**src/rtl/mc_pkg.sv**
```systemverilog
// mc_pkg: shared state encoding and datapath select codes for the multicycle ARM control unit
package mc_pkg;

  typedef enum logic [3:0] {
    S_FETCH,
    S_DECODE,
    S_MEMADR,
    S_MEMRD,
    S_MEMWB,
    S_MEMWR,
    S_EXECUTER,
    S_EXECUTEI,
    S_ALUWB,
    S_BRANCH,
    S_UNKNOWN
  } state_t;

  localparam logic [1:0] ALU_ADD = 2'b00;
  localparam logic [1:0] ALU_SUB = 2'b01;
  localparam logic [1:0] ALU_AND = 2'b10;
  localparam logic [1:0] ALU_ORR = 2'b11;

  localparam logic [1:0] SRCB_REG = 2'b00;
  localparam logic [1:0] SRCB_IMM = 2'b01;
  localparam logic [1:0] SRCB_4   = 2'b10;

  localparam logic [1:0] RES_ALUOUT = 2'b00;
  localparam logic [1:0] RES_RDATA  = 2'b01;
  localparam logic [1:0] RES_ALURES = 2'b10;

  localparam logic [1:0] OP_DP  = 2'b00;
  localparam logic [1:0] OP_MEM = 2'b01;
  localparam logic [1:0] OP_BR  = 2'b10;

  localparam logic [3:0] CMD_ADD = 4'b0100;
  localparam logic [3:0] CMD_SUB = 4'b0010;
  localparam logic [3:0] CMD_AND = 4'b0000;
  localparam logic [3:0] CMD_ORR = 4'b1100;

endpackage

```
**src/rtl/mainfsm_aludec.sv**
```systemverilog
// aludec: maps ALUOp and the cmd/S bits of Funct to ALUControl and the raw flag-write request
module aludec
  import mc_pkg::*;
(
  input  logic       alu_op,
  input  logic [4:0] funct,
  output logic [1:0] alu_control,
  output logic [1:0] flag_w
);

  logic [3:0] cmd;
  logic       known;
  logic [1:0] ctl;

  assign cmd = funct[4:1];

  // Unsupported commands fall back to ADD and never touch the flags; only ADD/SUB produce C/V
  always_comb begin
    known       = (cmd == CMD_ADD) || (cmd == CMD_SUB) || (cmd == CMD_AND) || (cmd == CMD_ORR);
    ctl         = (cmd == CMD_SUB) ? ALU_SUB : (cmd == CMD_AND) ? ALU_AND : (cmd == CMD_ORR) ? ALU_ORR : ALU_ADD;
    alu_control = alu_op ? ctl : ALU_ADD;
    flag_w      = (alu_op && known) ? {funct[0], funct[0] & ~ctl[1]} : 2'b00;
  end

endmodule

```
**src/rtl/mainfsm.sv**
```systemverilog
// mainfsm: Moore sequencer for fetch/decode/execute/writeback with ALU decode and PC-write request
module mainfsm
  import mc_pkg::*;
(
  input  logic       clk,
  input  logic       rst,
  input  logic [1:0] Op,
  input  logic [5:0] Funct,
  input  logic [3:0] Rd,
  output logic       PCS,
  output logic       RegW,
  output logic       MemW,
  output logic [1:0] FlagW,
  output logic       IRWrite,
  output logic       NextPC,
  output logic       AdrSrc,
  output logic       ALUSrcA,
  output logic [1:0] ALUSrcB,
  output logic [1:0] ResultSrc,
  output logic [1:0] ALUControl,
  output logic [1:0] ImmSrc,
  output logic [1:0] RegSrc
);

  state_t     state_q, state_d;
  logic       irw, npc, regw, memw, branch, alu_op;
  logic [1:0] flag_w_raw;

  // Sequence through the instruction phases; the class is chosen in DECODE
  always_comb begin
    state_d = S_FETCH;
    case (state_q)
      S_FETCH:    state_d = S_DECODE;
      S_DECODE:   state_d = (Op == OP_MEM) ? S_MEMADR :
                            (Op == OP_BR)  ? S_BRANCH :
                            (Op == OP_DP)  ? (Funct[5] ? S_EXECUTEI : S_EXECUTER) : S_UNKNOWN;
      S_MEMADR:   state_d = Funct[0] ? S_MEMRD : S_MEMWR;
      S_MEMRD:    state_d = S_MEMWB;
      S_EXECUTER: state_d = S_ALUWB;
      S_EXECUTEI: state_d = S_ALUWB;
      default:    state_d = S_FETCH;
    endcase
  end

  // State register; reset forces FETCH immediately so no pending writeback can complete
  always_ff @(posedge clk or negedge rst) begin
    if (!rst) state_q <= S_FETCH;
    else      state_q <= state_d;
  end

  // Moore decode of selects and raw strobes from the current state
  always_comb begin
    irw       = 1'b0;
    npc       = 1'b0;
    regw      = 1'b0;
    memw      = 1'b0;
    branch    = 1'b0;
    alu_op    = 1'b0;
    AdrSrc    = 1'b0;
    ALUSrcA   = 1'b0;
    ALUSrcB   = SRCB_REG;
    ResultSrc = RES_ALUOUT;
    case (state_q)
      S_FETCH: begin
        irw       = 1'b1;
        npc       = 1'b1;
        ALUSrcA   = 1'b1;
        ALUSrcB   = SRCB_4;
        ResultSrc = RES_ALURES;
      end
      S_DECODE: begin
        ALUSrcA   = 1'b1;
        ALUSrcB   = SRCB_4;
        ResultSrc = RES_ALURES;
      end
      S_MEMADR:   ALUSrcB = SRCB_IMM;
      S_MEMRD:    AdrSrc = 1'b1;
      S_MEMWB: begin
        ResultSrc = RES_RDATA;
        regw      = 1'b1;
      end
      S_MEMWR: begin
        AdrSrc = 1'b1;
        memw   = 1'b1;
      end
      S_EXECUTER: alu_op = 1'b1;
      S_EXECUTEI: begin
        alu_op  = 1'b1;
        ALUSrcB = SRCB_IMM;
      end
      S_ALUWB:    regw = 1'b1;
      S_BRANCH: begin
        ALUSrcB   = SRCB_IMM;
        ResultSrc = RES_ALURES;
        branch    = 1'b1;
      end
      default: ;
    endcase
  end

  aludec u_aludec (
    .alu_op      (alu_op),
    .funct       (Funct[4:0]),
    .alu_control (ALUControl),
    .flag_w      (flag_w_raw)
  );

  // Strobes are gated by reset so they drop the instant reset asserts, without waiting for a clock
  always_comb begin
    IRWrite = irw & rst;
    NextPC  = npc & rst;
    RegW    = regw & rst;
    MemW    = memw & rst;
    FlagW   = flag_w_raw & {2{rst}};
    PCS     = (branch | (regw & (Rd == 4'hF))) & rst;
    ImmSrc  = Op;
    RegSrc  = {Op == OP_MEM, Op == OP_BR};
  end

endmodule

```
**config.mk**
```make
export PLATFORM = sky130hd
export DESIGN_NAME = mainfsm
export DESIGN_NICKNAME = d
export VERILOG_FILES = /design/src/rtl/mc_pkg.sv /design/src/rtl/mainfsm_aludec.sv /design/src/rtl/mainfsm.sv
export SDC_FILE = /design/constraint.sdc
export NUM_CORES = 1
export LEC_CHECK = 0
export ABC_AREA = 1
export CAP_MARGIN = 15
export CORE_MARGIN = 2
export CORE_UTILIZATION = 30
export DETAILED_ROUTE_END_ITERATION = 16
export GPL_TIMING_DRIVEN = 0
export MAX_ROUTING_LAYER = met4
export PLACE_DENSITY = 0.81
export SYNTH_ARGS = -nofsm -noshare
export SYNTH_HDL_FRONTEND = slang
export SYNTH_SLANG_ARGS = --single-unit
```
**constraint.sdc**
```tcl
create_clock -name clk -period 1.6 [get_ports clk]
set_clock_uncertainty 0.2 [all_clocks]
set_input_delay 0.32 -clock clk [delete_from_list [all_inputs] [get_ports clk]]
set_output_delay 0.32 -clock clk [all_outputs]
set_load 0.03 [all_outputs]
```
; ---- Word-level counts from Yosys, hierarchy flattened
; Cells that the tools add are included.
[totals]
register_bits = 4
in_bits = 14
output_inout_bits = 19
wordCells = 58
[op_classes]
eq_ne = 15
muxes = 20
bitwise_logic = 9
n_reduce_logical = 13
[ops]
columns = cell, n
row1 = equality test 4 x 3 -> 1 bit (second input constant), 5
row2 = one-hot mux 4 bit (5 select lines), 1
row3 = equality test 4 bit (second input constant), 4
row4 = equality test 4 x 2 -> 1 bit (second input constant), 3
row5 = 2-to-1 mux 4 bit, 3
row6 = 2-to-1 mux 2 bit, 5
row7 = logical NOT 4 bit, 2
row8 = 2-to-1 mux 1 bit, 8
row9 = one-hot mux 2 bit (2 select lines), 2
row10 = OR reduction 2 bit, 4
row11 = bitwise AND 1 bit, 6
row12 = OR reduction 3 bit, 2
row13 = equality test 4 x 1 -> 1 bit (second input constant), 1
row14 = logical OR 1 bit, 3
row15 = 2-to-1 mux 3 bit, 1
row16 = bitwise AND 2 bit, 1
row17 = equality test 2 x 1 -> 1 bit (second input constant), 1
row18 = equality test 2 bit (second input constant), 1
row19 = logical NOT 2 bit, 1
row20 = logical AND 1 bit, 1
row21 = NOT 1 bit, 1
row22 = OR 1 bit, 1

; ---- Depth between registers and ports, before layout
; Gate-level depths: netlist (run 1).
[depth]
ltp_word = 8
ltp_mapped = 6
depth_no_buf = 6

; ---- Modules after synthesis
; Synthesis (run 1) repeated with hierarchy kept, for this count alone.
[unflattened]
hier_cells = 84
area_unflattened_um2 = 510.5
[by_module_without_submodules]
columns = module, instances, cells_per_inst, area_per_inst_um2, seq_area_each_um2
row1 = mainfsm, 1, 65, 421.7, 100.1
row2 = aludec, 1, 19, 88.8, 0.0

; ---- Worst setup path before layout (run 1)
; OpenSTA, ideal clock, no wires.
[synth_path]
path_type = register to output
from = register state_q[3]
to = output NextPC
t_arrival_ps = 1686
required_time_ps = 1080
path_slack_ps = -606
stages_incl_launch_ff = 5
path_buffers = 1
cell_sequence = dfrtp_1 nor2_2 inv_2 nor3_1 buf_4
[synth_via]
elab_chain_len = 3
[synth_rtl]
columns = item, line
row1 = from (decl), mainfsm.sv:25  ; state_t state_q, state_d;
row2 = from (signal assigned), mainfsm.sv:48  ; else state_q <= state_d;
row3 = logical NOT 4 bit, n/a
row4 = 2-to-1 mux 1 bit, n/a
row5 = bitwise AND 1 bit, n/a
row6 = to (decl), mainfsm.sv:15  ; output logic NextPC,
; Every way passes these cells.

; ---- Final worst setup path (run 1)
[layout_path]
from = register state_q[3]
to = output NextPC
[layout_via]
elab_chain_len = 3
[layout_rtl]
columns = item, line
row1 = logical NOT 4 bit, mainfsm.sv:63  ; case (state_q)
row2 = 2-to-1 mux 1 bit, mainfsm.sv:63
row3 = bitwise AND 1 bit, mainfsm.sv:111  ; NextPC = npc & rst;
; Every way passes these cells.

==> impl_metrics.toml, run 1 <==
[outcome]
outcome = "complete, but fails checks"
violated_checks = "setup timing"

[synthesis]
synth_largest_type_area_fraction_pct = 22.2
adder_cell_fraction_of_synth_area_pct = 0
synth_area_per_cell_um2 = 6.01
synth-xor-area-share_pct = 0
number_of_different_library_cells_in_the_post_synthesis_netlist = 18
post_synth_instance_area_um2 = 450
postSynthRegisterBits = 4
synth-seq-area-share_pct = 22.2
synthesized_netlist_cell_count = 75
synth_top_area_cell = "dfrtp_1"
synth_area_leaders = "dfrtp_1 (22%), nand2_1 (17%), inv_1 (10%), nor2_1 (7.5%), nor2_4 (7.5%)"
synth-simple-area-share_pct = 47.5
synth_top_family_by_area = "simple AND/OR/NAND/NOR gates"
synth_compound_gate_area_share_pct = 11.9
synth_nets = 89
synth-warning-count = 0
mux_share_of_post_synthesis_cell_area_pct = 0

[placement]
final_weighted_congestion_in_routability_driven_placement = 0.762
detailedPlace.worstSlack_ns = -0.986
numPortBuffers = 32
place_hpwl_um = 994

[critical_path]
critical_path_peak_fanout = 4
worst_setup_path_startpoint = "state_q[3]$_DFF_PN0_"
cp-start-kind = "flip-flop"
ff_to_ff_setup_slack_ns = 0.02
cp.arrival_ns = 1.35
cp-end-kind = "output pin"
critical_path_class = "flip-flop to output pin"
r2r_end = "state_q[0]$_DFF_PN0_"
cp.required_ns = 1.08
reg2regPathDepth = 7
critical_path_sink = "NextPC"
crit-reg2reg-launch = "state_q[3]$_DFF_PN0_"

[die]
die_x_um = 42.8
design.die.area_um2 = 1830
fp-row-count = 13
floorplan.initialDensity_pct = 33.4
design.portCount = 33
core-area_um2 = 1350
chipHeight_um = 42.8

[final_layout]
drive_above_1_share_pct = 61.1
antennaDiodeCount = 0
biggest_registers_after_layout = "state_q (4)"
final_core_utilization_pct = 78.4
regMostFlops = "state_q"
finalNetCount = 142
area_growth_pct = 135
largest_register_ff_count = 4

[clock_tree]
path_clk_slew_ns = 0.04
cts_tree = "built"
clk_latency_ns = 0.24
tritoncts.num_buffers = 3
cts.sinks = 4
cts_max_level = 1
clock_path_buffers = 2
cts_root_buffer = "clkbuf_4"

[global_route]
global_route_wire_length_before_repair_mm = 2.35
antenna_found_initial = 0
grt_start_max_net_pins = 6
overflow = 0
grt_util_all_layers_pct = 17.4
first_global_vias = 607

[worst_hold_path]
timing.hold.worst_path_depth = 3
hold_class = "input pin to flip-flop"

[power_and_ir_drop]
p_seq_share_pct = 12.4
power.ir.vdd_worst_uv = 1060
power_switching_uw = 961
total_power_uw = 1910
leakage_uw = 0.000581
clockPowerShare_pct = 6.5
intPower_uw = 954
power.share.switching_pct = 50.2
power.density_nw_per_um2 = 1810
power_frac_comb_pct = 81.1

[sta]
slew_at_the_pin_with_the_worst_max_slew_slack_ns = 0.297
finalHoldViolations = 0
fmax_mhz = 534
final_min_period_over_clock_period_pct = 117
final.setup.worst_slack_ns = -0.271
grt_setup_unrepaired = "yes"
setup_tns_ns = -2.86
fin_crit_ns = 1.87
whs_ns = 0.330
timing.final.max_slew_violations = 0
slew_headroom_pct = 80.2
setup-violations-final = 15

[routing]
routed_wirelength_mm = 1.58
postRouteAntennaNets = 0
drt-initial-drc-count = 6
post-route-drc-count = 0
routed-via-count = 652
post_drt_wl_per_cell_um = 11.2
vias_per_cell = 4.62
first_pass_iters = 4

[flow_run]
maxCapViolCount = 0
[metrics by stage]
step	area, um2	cells
6_report	1060	141
2_1_floorplan	482	75
3_5_place_dp	821	122
5_1_grt	1060	141
3_3_place_gp	821	122
4_1_cts	937	134
[kinds of logic after synthesis]
family	Yosys count
AND/OR/NAND/NOR	43
buffers and inverters	19
AO/OA/AOI/OAI	9
flip-flops	4
[synthesized netlist by cell type (all sizes together)]
cell type and number:
o21ai 5, nand4 1, o22ai 1, nor3 2
nand3 4, a21oi 3, dfrtp 4, inv 16
nor2 15, buf 3, nand2 21
[timing repair]
action	CTS	global route
hold buffers	1	0
gates cloned	0	0
endpoints found under the hold margin	4	0
resized for setup	144	21
pin swaps	7	9
endpoints found under the setup margin	19	16
buffers inserted	8	8
[routing by layer]
| metal | global-route usage, % | part of all wire (%) | up-vias | routed length (um) |
|---|---|---|---|---|
| met5 | - | 0 | - | 0 |
| met4 | 9.38 | 1.3 | 0 | 21 |
| met3 | 1.70 | 7.7 | 2 | 121 |
| met2 | 32.7 | 51 | 33 | 806 |
| met1 | 17.0 | 40 | 282 | 632 |
| li1 | - | - | 335 | - |
[worst max-delay path, stage by stage, from the launching register on]
cell	delay, ns
dfrtp_2	0.44
nor2_4	0.18
inv_4	0.07
nor3_4	0.20
buf_6	0.12
buf_6	0.11
[worst min path at each step]
stage                         start                    to  slack, ns
6_report                   Funct[0]  state_q[1]$_DFF_PN0_       0.33
5_1_grt                    Funct[0]  state_q[1]$_DFF_PN0_       0.32
4_1_cts                    Funct[0]  state_q[1]$_DFF_PN0_       0.32
3_5_place_dp   state_q[0]$_DFF_PN0_  state_q[0]$_DFF_PN0_       0.36
3_3_place_gp   state_q[0]$_DFF_PN0_  state_q[0]$_DFF_PN0_       0.35
2_1_floorplan                   rst  state_q[0]$_DFF_PN0_      -0.18
[power groups by stage]
stage                     clock network (uW)  registers [uW]  logic (uW)
after CTS                                130             226        1290
after floorplan                            0             210         664
after global routing                     139             242        1640
final                                    124             237        1550
after detailed placement                   0             220         997
after global placement                     0             215         984
[layout by cell type, fill, tap and decap left out]
master            n
nor2_2            3
inv_4             1
o21ai_0           1
nand3_1           1
nand2_1          14
clkbuf_4          3
a21oi_2           3
inv_1             8
o21ai_1           2
nor2_4            7
o21ai_2           2
o22ai_1           1
dfrtp_2           3
clkdlybuf4s15_1   1
nand4_1           1
dlygate4sd3_1     1
nand2_2           3
inv_2             7
dlygate4sd2_1     8
dlymetal6s2s_1    2
nand2_4           4
nor2_1            5
nor3_4            2
dfrtp_1           1
buf_4            19
buf_6            17
clkdlybuf4s50_1   3
nand3_2           3
[cell type report]
type                    count  area, um2
repair buffers             48        453
multi-input cells          52        372
fillers                   106        292
flip-flops and latches      4        104
inverters                  16       62.6
plain buffers               3       26.3
clock buffers               3       22.5
well taps                  15       18.8
Power figures use the tool's default switching activity.
==> run 2, diff against run 1 <==
CORE_MARGIN = 3   (was 2)
==> impl_metrics.toml, run 2 (same netlist as run 1, synthesis figures left out) <==
[final_layout]
mostFrequentLayoutCells = "buf_6 (19), buf_4 (18), nand2_1 (13)"
area_growth_pct = 142
drive_above_1_share_pct = 65.9
final_common_cell = "buf_6"
biggest_registers_after_layout = "state_q (4)"
regMostFlops = "state_q"
largest_register_ff_count = 4
antennaDiodeCount = 0
finalNetCount = 142

[clock_tree]
clk_latency_ns = 0.25
cts.sinks = 4
cts_max_level = 1
cts_root_buffer = "clkbuf_4"
clock_path_buffers = 2
cts_tree = "built"
tritoncts.num_buffers = 3
path_clk_slew_ns = 0.04

[worst_hold_path]
hold_class = "input pin to flip-flop"

[sta]
whs_ns = 0.318
finalHoldViolations = 0
fmax_mhz = 530
grt_setup_unrepaired = "yes"
final.setup.worst_slack_ns = -0.288
setup-violations-final = 15
setup_tns_ns = -3.53
fin_crit_ns = 1.89
final_min_period_over_clock_period_pct = 118
slew_at_the_pin_with_the_worst_max_slew_slack_ns = 0.240
slew_headroom_pct = 84.0
timing.final.max_slew_violations = 0

[placement]
numPortBuffers = 32
detailedPlace.worstSlack_ns = -0.979
place_hpwl_mm = 1.08
final_weighted_congestion_in_routability_driven_placement = 0.767

[power_and_ir_drop]
power.density_nw_per_um2 = 1710
power.ir.vdd_worst_uv = 1080
leakage_uw = 0.000556
total_power_uw = 1860

[outcome]
violated_checks = "setup timing"
outcome = "complete, but fails checks"

[die]
design.portCount = 33
floorplan.initialDensity_pct = 33.4
chipHeight_um = 44.8
design.die.area_um2 = 2000
die_x_um = 44.8
fp-row-count = 13
core-area_um2 = 1350

[global_route]
grt_util_all_layers_pct = 19.8
first_global_vias = 726
grt_start_max_net_pins = 6
antenna_found_initial = 0
overflow = 0
global_route_wire_length_before_repair_mm = 2.81

[routing]
post-route-drc-count = 0
routed_wirelength_mm = 1.84
routed-via-count = 659
vias_per_cell = 4.67
first_pass_iters = 4
drt-initial-drc-count = 4
post_drt_wl_per_cell_um = 13.0
postRouteAntennaNets = 0

[critical_path]
cp-end-kind = "output pin"
critical_path_peak_fanout = 4
cp-start-kind = "flip-flop"
critical_path_class = "flip-flop to output pin"
cp.arrival_ns = 1.37
cp.required_ns = 1.08

[flow_run]
maxCapViolCount = 0
## run 2: cell types whose count changed in the layout (fill, tap and decap cells not counted), moves of 2 or more
cell / change
clkdlybuf4s50_1: +2
buf_6: +2
nand2_2: +3
nor2_1: -2
a21oi_2: -2
a21oi_4: +2
nand2_4: -2
dlymetal6s2s_1: -2
## run 2: worst max-delay path, cell delays in order, from the launching register on
cell and delay (ns):
dfrtp_2 0.44, nor2_4 0.17, nand2_4 0.08, buf_4 0.15
a21oi_4 0.12, buf_6 0.15
## run 2: per-stage QoR
| stage | instance area, um2 | util, % | instances |
|---|---|---|---|
| final | 1090 | 80.6 | 141 |
| after global routing | 1090 | 80.6 | 141 |
| after CTS | 960 | 71.1 | 135 |
| after detailed placement | 821 | 60.8 | 122 |
| after global placement | 821 | 60.8 | 122 |
| after floorplan | 482 | - | 75 |
## run 2: per-layer routing
| layer | global-route usage (%) | vias up | routed length [um] |
|---|---|---|---|
| li1 | - | 330 | - |
| met1 | 17.8 | 290 | 569 |
| met2 | 37.0 | 34 | 1050 |
| met3 | 3.98 | 5 | 168 |
| met4 | 12.7 | 0 | 51 |
| met5 | - | - | 0 |
## run 2: worst paths after layout
path / from / to / slack (ns) / depth (start not counted)
worst max-delay path: state_q[3]$_DFF_PN0_ / ALUControl[0] / -0.29 / 5
worst min-delay path: Op[0] / state_q[1]$_DFF_PN0_ / 0.32 / 3
worst max register to register: state_q[3]$_DFF_PN0_ / state_q[0]$_DFF_PN0_ / 0.21 / 5
worst min register to register: state_q[0]$_DFF_PN0_ / state_q[0]$_DFF_PN0_ / 0.37 / 1
max in group asynchronous: rst / state_q[0]$_DFF_PN0_ / 0.46 / 2
min in group asynchronous: rst / state_q[2]$_DFF_PN0_ / 0.54 / 2
## run 2: area by class of cell
type / instances / area [um2]
inverter: 16 / 62.6
tap: 15 / 18.8
multi-input combinational: 52 / 400
sequential: 4 / 105
clock buffer: 3 / 22.5
timing repair buffer: 48 / 453
buffer: 3 / 26.3
fill: 104 / 262
## run 2: report_power, final
| part | internal (uW) | switching [uW] | total [uW] |
|---|---|---|---|
| clock | 84.3 | 47.8 | 132 |
| combinational | 661 | 824 | 1480 |
| sequential | 155 | 87.2 | 242 |
## run 2: repair_timing
item,CTS,global route
pin swaps,11,4
buffers inserted,9,6
resized for setup,150,22
setup endpoints to repair,19,16
hold buffers,1,0
endpoints found under the hold margin,4,0
==> run 3, diff against run 2 <==
CORE_ASPECT_RATIO = 1.2   (was not set)
PLACE_DENSITY = 0.78   (was 0.81)
SYNTH_HIERARCHICAL = 1   (was not set)
==> impl_metrics.toml, run 3 <==
[clock_tree]
cts_tree = "built"
cts_root_buffer = "clkbuf_4"
tritoncts.num_buffers = 3
cts_max_level = 1
clk_latency_ns = 0.23
cts.sinks = 4
clock_path_buffers = 2
path_clk_slew_ns = 0.03

[final_layout]
mostFrequentLayoutCells = "buf_6 (17), nand2_1 (17), buf_4 (16)"
final_core_utilization_pct = 71.1
regMostFlops = "state_q"
finalNetCount = 149
fin_area_um2 = 1080
area_growth_pct = 112
drive_above_1_share_pct = 60.2
largest_register_ff_count = 4
biggest_registers_after_layout = "state_q (4)"
antennaDiodeCount = 0

[critical_path]
worst-path-stages = 10
critPathTopFamily = "simple AND/OR/NAND/NOR gates"
critical_path_sink = "FlagW[0]"
reg2regPathDepth = 6
critical_path_peak_fanout = 3
ff_to_ff_setup_slack_ns = 0.29
cp_max_stage_cell = "dfrtp_1"
cp-start-kind = "flip-flop"
cp-end-kind = "output pin"
crit_chain = "inv_2, nand2_4, nor2_4, nand2_1, inv_1, nand2_2, nor2_2, nand2_1, inv_2, buf_6"
cp.required_ns = 1.08
cp.arrival_ns = 1.42
worst_path_largest_cell_delay_ns = 0.37
critical_path_class = "flip-flop to output pin"
crit-reg2reg-launch = "state_q[0]$_DFF_PN0_"
cp_num_buf_inv = 4
worst_setup_path_startpoint = "state_q[3]$_DFF_PN0_"
r2r_end = "state_q[1]$_DFF_PN0_"

[synthesis]
postSynthRegisterBits = 4
synth-warning-count = 6
synthesized_netlist_cell_count = 84
synth_area_per_cell_um2 = 6.08
postSynth.asyncResetShare_pct = 100
synth_largest_type_area_fraction_pct = 19.6
synth-seq-area-share_pct = 19.6
synthFlopType = "dfrtp_1"
synth_nets = 98
synth.most_common_cell = "nand2_1"
number_of_different_library_cells_in_the_post_synthesis_netlist = 21
post_synth_instance_area_um2 = 510
synth_top_area_cell = "dfrtp_1"
synth_area_leaders = "dfrtp_1 (20%), nand2_1 (15%), nor2_1 (11%), inv_1 (8.8%), buf_4 (5.9%)"
synth_edf_count = 0
synth_common_cells = "nand2_1 (21), nor2_1 (15), inv_1 (12)"

[outcome]
violated_checks = "setup timing"
outcome = "complete, but fails checks"

[routing]
routed_wirelength_mm = 1.75
vias_per_cell = 4.62
post_drt_wl_per_cell_um = 11.7
drt-initial-drc-count = 10
routed-via-count = 693
first_pass_iters = 4
post-route-drc-count = 0
postRouteAntennaNets = 0

[sta]
setup-violations-final = 15
finalHoldViolations = 0
fmax_mhz = 515
slew_at_the_pin_with_the_worst_max_slew_slack_ns = 0.217
fin_crit_ns = 1.94
final_min_period_over_clock_period_pct = 121
timing.final.max_slew_violations = 0
slew_headroom_pct = 85.5
final.setup.worst_slack_ns = -0.340
grt_setup_unrepaired = "yes"

[power_and_ir_drop]
power.ir.vdd_worst_uv = 1440
total_power_uw = 2130
leakage_uw = 0.000576
power.density_nw_per_um2 = 1970

[placement]
place_hpwl_mm = 1.15
total_cell_area_at_the_placement_stage_um2 = 878
numPortBuffers = 32
final_weighted_congestion_in_routability_driven_placement = 0.748

[die]
floorplan.initialDensity_pct = 33.6
fp-row-count = 15
core-area_um2 = 1520
die_x_um = 43.7
design.die.area_um2 = 2230
chipHeight_um = 51.2
design.portCount = 33

[flow_run]
maxCapViolCount = 0

[global_route]
met3_track_demand_over_resource_pct = 1.06
gr-usage-met2_pct = 31.3
grt-busiest-layer = "met2"
overflow = 0
grt_start_max_net_pins = 7
globalRouteMet1Util_pct = 14.4
global_route_wire_length_before_repair_mm = 2.62
first_global_vias = 647
antenna_found_initial = 0
grt_util_all_layers_pct = 15.9

[worst_hold_path]
hold_class = "input pin to flip-flop"
## run 3: logic make-up after synthesis
kind of cell	share of synthesized area (%)
and+or+nand+nor	49.3
AOI/OAI and AO/OA	13.5
DFF	19.6
buffers and inverters	17.6
## run 3: metrics by stage
step	hold WS, ns	TNS (ns)	std cells	setup WS [ns]
2_1_floorplan	-0.176	-0.209	84	-0.113
3_3_place_gp	0.379	-12.59	133	-0.992
3_5_place_dp	0.390	-12.83	133	-1.00
4_1_cts	0.378	-2.83	146	-0.309
5_1_grt	0.415	-4.06	150	-0.461
6_report	0.386	-2.91	150	-0.340
## run 3: cell type report
type | count | area (um2)
Buffer | 4 | 37.5
Clock buffer | 3 | 22.5
Fill cell | 118 | 439
Inverter | 16 | 65.1
Multi-Input combinational cell | 60 | 418
Sequential cell | 4 | 103
Tap cell | 17 | 21.3
Timing Repair Buffer | 46 | 414
## run 3: worst register-to-register path, delay by kind of cell (launching register included)
| family | cells | cell delay [ns] |
|---|---|---|
| flip-flops | 1 | 0.41 |
| AO/OA/AOI/OAI | 1 | 0.07 |
| AND/OR/NAND/NOR | 2 | 0.12 |
| buffers and inverters | 3 | 0.38 |
## run 3: where the power goes
group | switching, uW | internal, uW
clock | 39.0 | 83.7
combinational | 1020 | 789
sequential | 48.0 | 156
## run 3: worst min-delay path by stage
stage	from	to	slack, ns	depth (start not counted)
6_report	Op[0]	state_q[1]$_DFF_PN0_	0.39	3
5_1_grt	Op[0]	state_q[0]$_DFF_PN0_	0.41	4
4_1_cts	Op[0]	state_q[1]$_DFF_PN0_	0.38	3
3_5_place_dp	state_q[0]$_DFF_PN0_	state_q[0]$_DFF_PN0_	0.39	1
3_3_place_gp	state_q[0]$_DFF_PN0_	state_q[0]$_DFF_PN0_	0.38	1
2_1_floorplan	rst	state_q[0]$_DFF_PN0_	-0.18	0
## run 3: layer usage
layer / wire length, um / up-vias
met5: 0 / -
met4: 15 / 0
met3: 79 / 2
met2: 1020 / 18
met1: 637 / 318
li1: - / 355
## run 3: repair_timing
item | 4_1_cts | 5_1_grt
buffers inserted | 9 | 4
endpoints found under the setup margin | 19 | 17
resized for setup | 139 | 25
hold buffers | 1 | 0
endpoints found under the hold margin | 4 | 0
pin swaps | 10 | 5
